### src/rtl/uart_keepalive_gen.sv
// UART TX keepalive: passes user bytes through a one-entry output
// register and injects a heartbeat byte after an idle timeout.
module uart_keepalive_gen #(
  parameter int DATA_WIDTH   = 8,
  parameter int HB_CNT_WIDTH = 16
) (
  input  logic                    clk,
  input  logic                    rst,
  input  logic                    en,
  input  logic [31:0]             preset,
  input  logic                    cnt_pulse,
  input  logic [DATA_WIDTH-1:0]   hb_data,
  input  logic [DATA_WIDTH-1:0]   s_data,
  input  logic                    s_valid,
  output logic                    s_ready,
  output logic [DATA_WIDTH-1:0]   m_data,
  output logic                    m_valid,
  input  logic                    m_ready,
  output logic                    m_is_hb,
  output logic                    hb_sent,
  output logic [HB_CNT_WIDTH-1:0] hb_count
);

  logic [DATA_WIDTH-1:0]   data_q, data_d;
  logic                    valid_q, valid_d;
  logic                    is_hb_q, is_hb_d;
  logic                    sent_q, sent_d;
  logic [HB_CNT_WIDTH-1:0] count_q, count_d;
  logic [31:0]             cnt_q, cnt_d;

  logic free;
  logic load_user;
  logic load_hb;

  assign free      = ~valid_q | m_ready;
  assign load_user = en & free & s_valid;
  assign load_hb   = en & free & ~s_valid & (cnt_q == 32'd0);

  always_comb begin
    data_d  = data_q;
    valid_d = valid_q;
    is_hb_d = is_hb_q;
    sent_d  = valid_q & m_ready & is_hb_q;
    count_d = count_q;
    cnt_d   = cnt_q;

    if (load_user) begin
      data_d  = s_data;
      is_hb_d = 1'b0;
      valid_d = 1'b1;
    end else if (load_hb) begin
      data_d  = hb_data;
      is_hb_d = 1'b1;
      valid_d = 1'b1;
    end else if (m_ready) begin
      valid_d = 1'b0;
    end

    if (sent_d && !(&count_q))
      count_d = count_q + 1'b1;

    // Idle time only accrues while the slot is empty and nothing loads.
    if (!en || valid_q || load_user || load_hb)
      cnt_d = preset;
    else if (cnt_pulse && cnt_q != 32'd0)
      cnt_d = cnt_q - 32'd1;
  end

  always_ff @(posedge clk or posedge rst) begin
    if (rst) begin
      data_q  <= '0;
      valid_q <= 1'b0;
      is_hb_q <= 1'b0;
      sent_q  <= 1'b0;
      count_q <= '0;
      cnt_q   <= '0;
    end else begin
      data_q  <= data_d;
      valid_q <= valid_d;
      is_hb_q <= is_hb_d;
      sent_q  <= sent_d;
      count_q <= count_d;
      cnt_q   <= cnt_d;
    end
  end

  assign s_ready  = en & free & ~rst;
  assign m_data   = data_q;
  assign m_valid  = valid_q;
  assign m_is_hb  = is_hb_q;
  assign hb_sent  = sent_q;
  assign hb_count = count_q;

endmodule

### config.mk
export PLATFORM = sky130hd
export DESIGN_NAME = uart_keepalive_gen
export DESIGN_NICKNAME = d
export VERILOG_FILES = /design/src/rtl/uart_keepalive_gen.sv
export SDC_FILE = /design/constraint.sdc
export NUM_CORES = 1
export LEC_CHECK = 0
export ABC_AREA = 1
export BUFFER_PORTS_ARGS = -buffer_cell sky130_fd_sc_hd__buf_2
export CELL_PAD_IN_SITES_DETAIL_PLACEMENT = 0
export CELL_PAD_IN_SITES_GLOBAL_PLACEMENT = 2
export CORE_MARGIN = 2
export CORE_UTILIZATION = 30
export DETAILED_ROUTE_END_ITERATION = 7
export PLACE_DENSITY_LB_ADDON = 0.25
export SYNTH_ARGS = -nofsm -noshare
export SYNTH_HDL_FRONTEND = slang
export SYNTH_SLANG_ARGS = --single-unit
### constraint.sdc
create_clock -name clk -period 2.8 [get_ports clk]
set_clock_uncertainty 0.15 [all_clocks]
set_input_delay 0.56 -clock clk [delete_from_list [all_inputs] [get_ports clk]]
set_output_delay 0.56 -clock clk [all_outputs]
set_load 0.05 [all_outputs]
==> out/metrics.csv <==
metric,value,unit
total grt overflow,0,
first-pass GRT wire length,17.8,mm
layout cell share with drive strength beyond 1,19.5,%
"slowest stage delay, CP",0.37,ns
Setup CP Type,reg -> reg,
gpl congestion,0.809,
min cycle time layout,2.52,ns
post-route ant nets,0,
post-synthesis sequential area ratio,39.7,%
via count,3590,
Top Ports,82,
Pre-Repair DR Iteration Count,4,
pwr dens,606,nW/um^2
CTS tree,done,
Leakage,0.00231,uW
RSZ-0062 raised after global routing,no,
top-area cell type share of the netlist area,39.7,%
area delta synth->final,25.4,%
setup TNS,0,ns
largest net degree at the start of global routing,37,
Final Net Count,683,
worst path required time,2.93,ns
Tcrit/Tclk final,90.0,%
setup ws final,0.280,ns
total setup buffers inserted after CTS,0,
Starting Density,30.8,%
number of max-cap violations,0,
final hold violations,0,
CP Max Fanout,20,
worst r2r src,cnt_q[0],
Most used DFF post-synth,dfrtp_1,
most frequent CP cell,nand2_1,
CTS Root Cell,clkbuf_16,
Final setup viols,0,
Worst-path clk slew,0.05,ns
fill count,1340,
gr usage total,17.4,%
DR vias/cell,4.49,
leading area contributor after synthesis,dfrtp_1,
Antenna diodes,0,
Post-synth ARST share,100,%
"Slew Viols, Final",0,
R2R depth,13,
"Avg Cell Area, Syn",6.87,um^2
crit-path cells,inv_1 > ha_1 > nand2_2 > nor2_4 > nand2_2 > nor2_2 > nand2_2 > nand2_4 > buf_4 > nand2_1 > nand2_1 > nand2_1 > nand2_1,
synth warn,0,
"worst slack, placed",0.266,ns
Bufs on Longest Clock Path,2,
Post-Synthesis Cells,541,
slowest cell on the critical path,dfrtp_1,
final core occ,38.6,%
initial antenna violation count,0,
Die W,115,um
post_cts resized,0,
H-Tree Level Count,3,
Setup crit end kind,flop,
Residual DRC,0,
Achievable Freq,397,MHz
die area,13300,um^2
initial detailed-routing violation count,183,
wire per inst,13.1,um
cts hold-fix bufs,0,
Post-synth EDFFs,0,
"Distinct cells, synth",26,
run status,completed,
flip-flop and latch count after synthesis,59,
"top cells by count, synth","nand2_1, nor2_1, dfrtp_1",
Worst Hold Class,in -> async,
Slew @ Worst Pin,0.992,ns
vias in the first global route,3629,
WP data arrival,2.65,ns
Final HPWL DP,7.86,mm
ranking of synthesized cells by area,"dfrtp_1, nand2_1, nor2_1",
final WL,10.5,mm
"count leader, synth",nand2_1,
clk sinks,59,
Worst-Skew Late Latency,0.34,ns
crit path launch type,flop,
syn nets,597,
Post-Syn Area,3720,um^2
Die H,115,um
Core Area,12100,um^2
Max IR drop VDD,0.415,mV
Worst R2R Setup Slack,0.28,ns
row count,40,
reg2reg end,cnt_q[25],
cts bufs inserted,9,
Finished Cell Area,4660,um^2
"Cell Area, Placed",4330,um^2
port bufs,81,
max_slew headroom,33.9,%
==> per-layer routing <==
metal | vias to the layer above | wire [um] | GRT usage, %
met5 | - | 0 | 0
met4 | 0 | 114 | 4.82
met3 | 9 | 436 | 4.69
met2 | 56 | 4760 | 26.8
met1 | 1648 | 5150 | 24.0
li1 | 1877 | - | -
==> logic make-up after synthesis <==
group | after synthesis | synth area share [%]
AO/OA/AOI/OAI | 20 | 3.37
XOR/XNOR | 35 | 8.25
adder cells (fa/ha/maj) | 2 | 0.673
buffers and inverters | 52 | 6.23
flip-flops | 59 | 39.7
AND/OR/NAND/NOR | 373 | 41.8
==> how the worst max path moves through the flow <==
| stage | startpoint | to | slack, ns | cells past startpoint |
|---|---|---|---|---|
| 2_1_floorplan | rst | cnt_q[0] | 0.63 | 1 |
| 3_3_place_gp | cnt_q[0] | cnt_q[25] | 0.34 | 13 |
| 3_5_place_dp | cnt_q[0] | cnt_q[25] | 0.27 | 13 |
| 4_1_cts | cnt_q[0] | cnt_q[25] | 0.25 | 13 |
| 5_1_grt | cnt_q[0] | cnt_q[25] | 0.003 | 13 |
| 6_report | cnt_q[0] | cnt_q[25] | 0.28 | 13 |
==> worst max-delay path, delay by kind of cell, from the launching register on <==
kind / cells / cell delay [ns]
adders and majority gates: 1 / 0.21
buffers and inverters: 2 / 0.40
and+or+nand+nor: 10 / 1.31
DFF: 1 / 0.37
==> report_power, final <==
group | internal, uW | switching, uW
clock | 822 | 404
sequential | 943 | 97.8
combinational | 185 | 374
total | 1950 | 876
==> flip-flops by register name, summed over array words and instances, names as in the netlist <==
register,cells
cnt_q,32
hb_count,16
hb_sent,1
m_valid,1
m_is_hb,1
m_data,8
==> stage by stage <==
stage               total power [uW]  hold WS, ns  cells
CTS                             2870        0.172    800
floorplan                       1450        0.324    541
global route                    2990        0.190    800
detailed placement              1620        0.357    784
finish                          2830        0.158    800
global placement                1620        0.352    784
==> cell usage in the layout (no fill, tap or decap), types with 2 or more instances in the layout <==
master | synthesis | final
clkinv_2 | 0 | 3
a31oi_1 | 8 | 8
clkbuf_16 | 0 | 9
inv_4 | 2 | 2
inv_1 | 36 | 35
nand2_2 | 4 | 4
nor2_4 | 2 | 2
buf_2 | 4 | 81
clkbuf_8 | 0 | 2
nor2_2 | 5 | 5
buf_4 | 3 | 6
nor3_1 | 5 | 5
nand2_1 | 209 | 209
bufinv_16 | 0 | 2
nand3_1 | 52 | 52
buf_12 | 0 | 2
nand4_1 | 12 | 12
xnor2_1 | 19 | 19
o21ai_0 | 9 | 9
ha_1 | 2 | 2
dfrtp_1 | 59 | 59
nor2_1 | 82 | 82
xor2_1 | 16 | 16
==> layout make-up <==
| type | instances | area (um^2) | area share, % |
|---|---|---|---|
| multi-input combinational | 430 | 2010 | 43.1 |
| sequential | 59 | 1480 | 31.7 |
| timing repair buffer | 89 | 490 | 10.5 |
| clock buffer | 11 | 253 | 5.42 |
| tap | 168 | 210 | 4.51 |
| inverter | 38 | 148 | 3.17 |
| clock inverter | 5 | 75.1 | 1.61 |
Note: power is estimated with default switching activity, not from simulation.
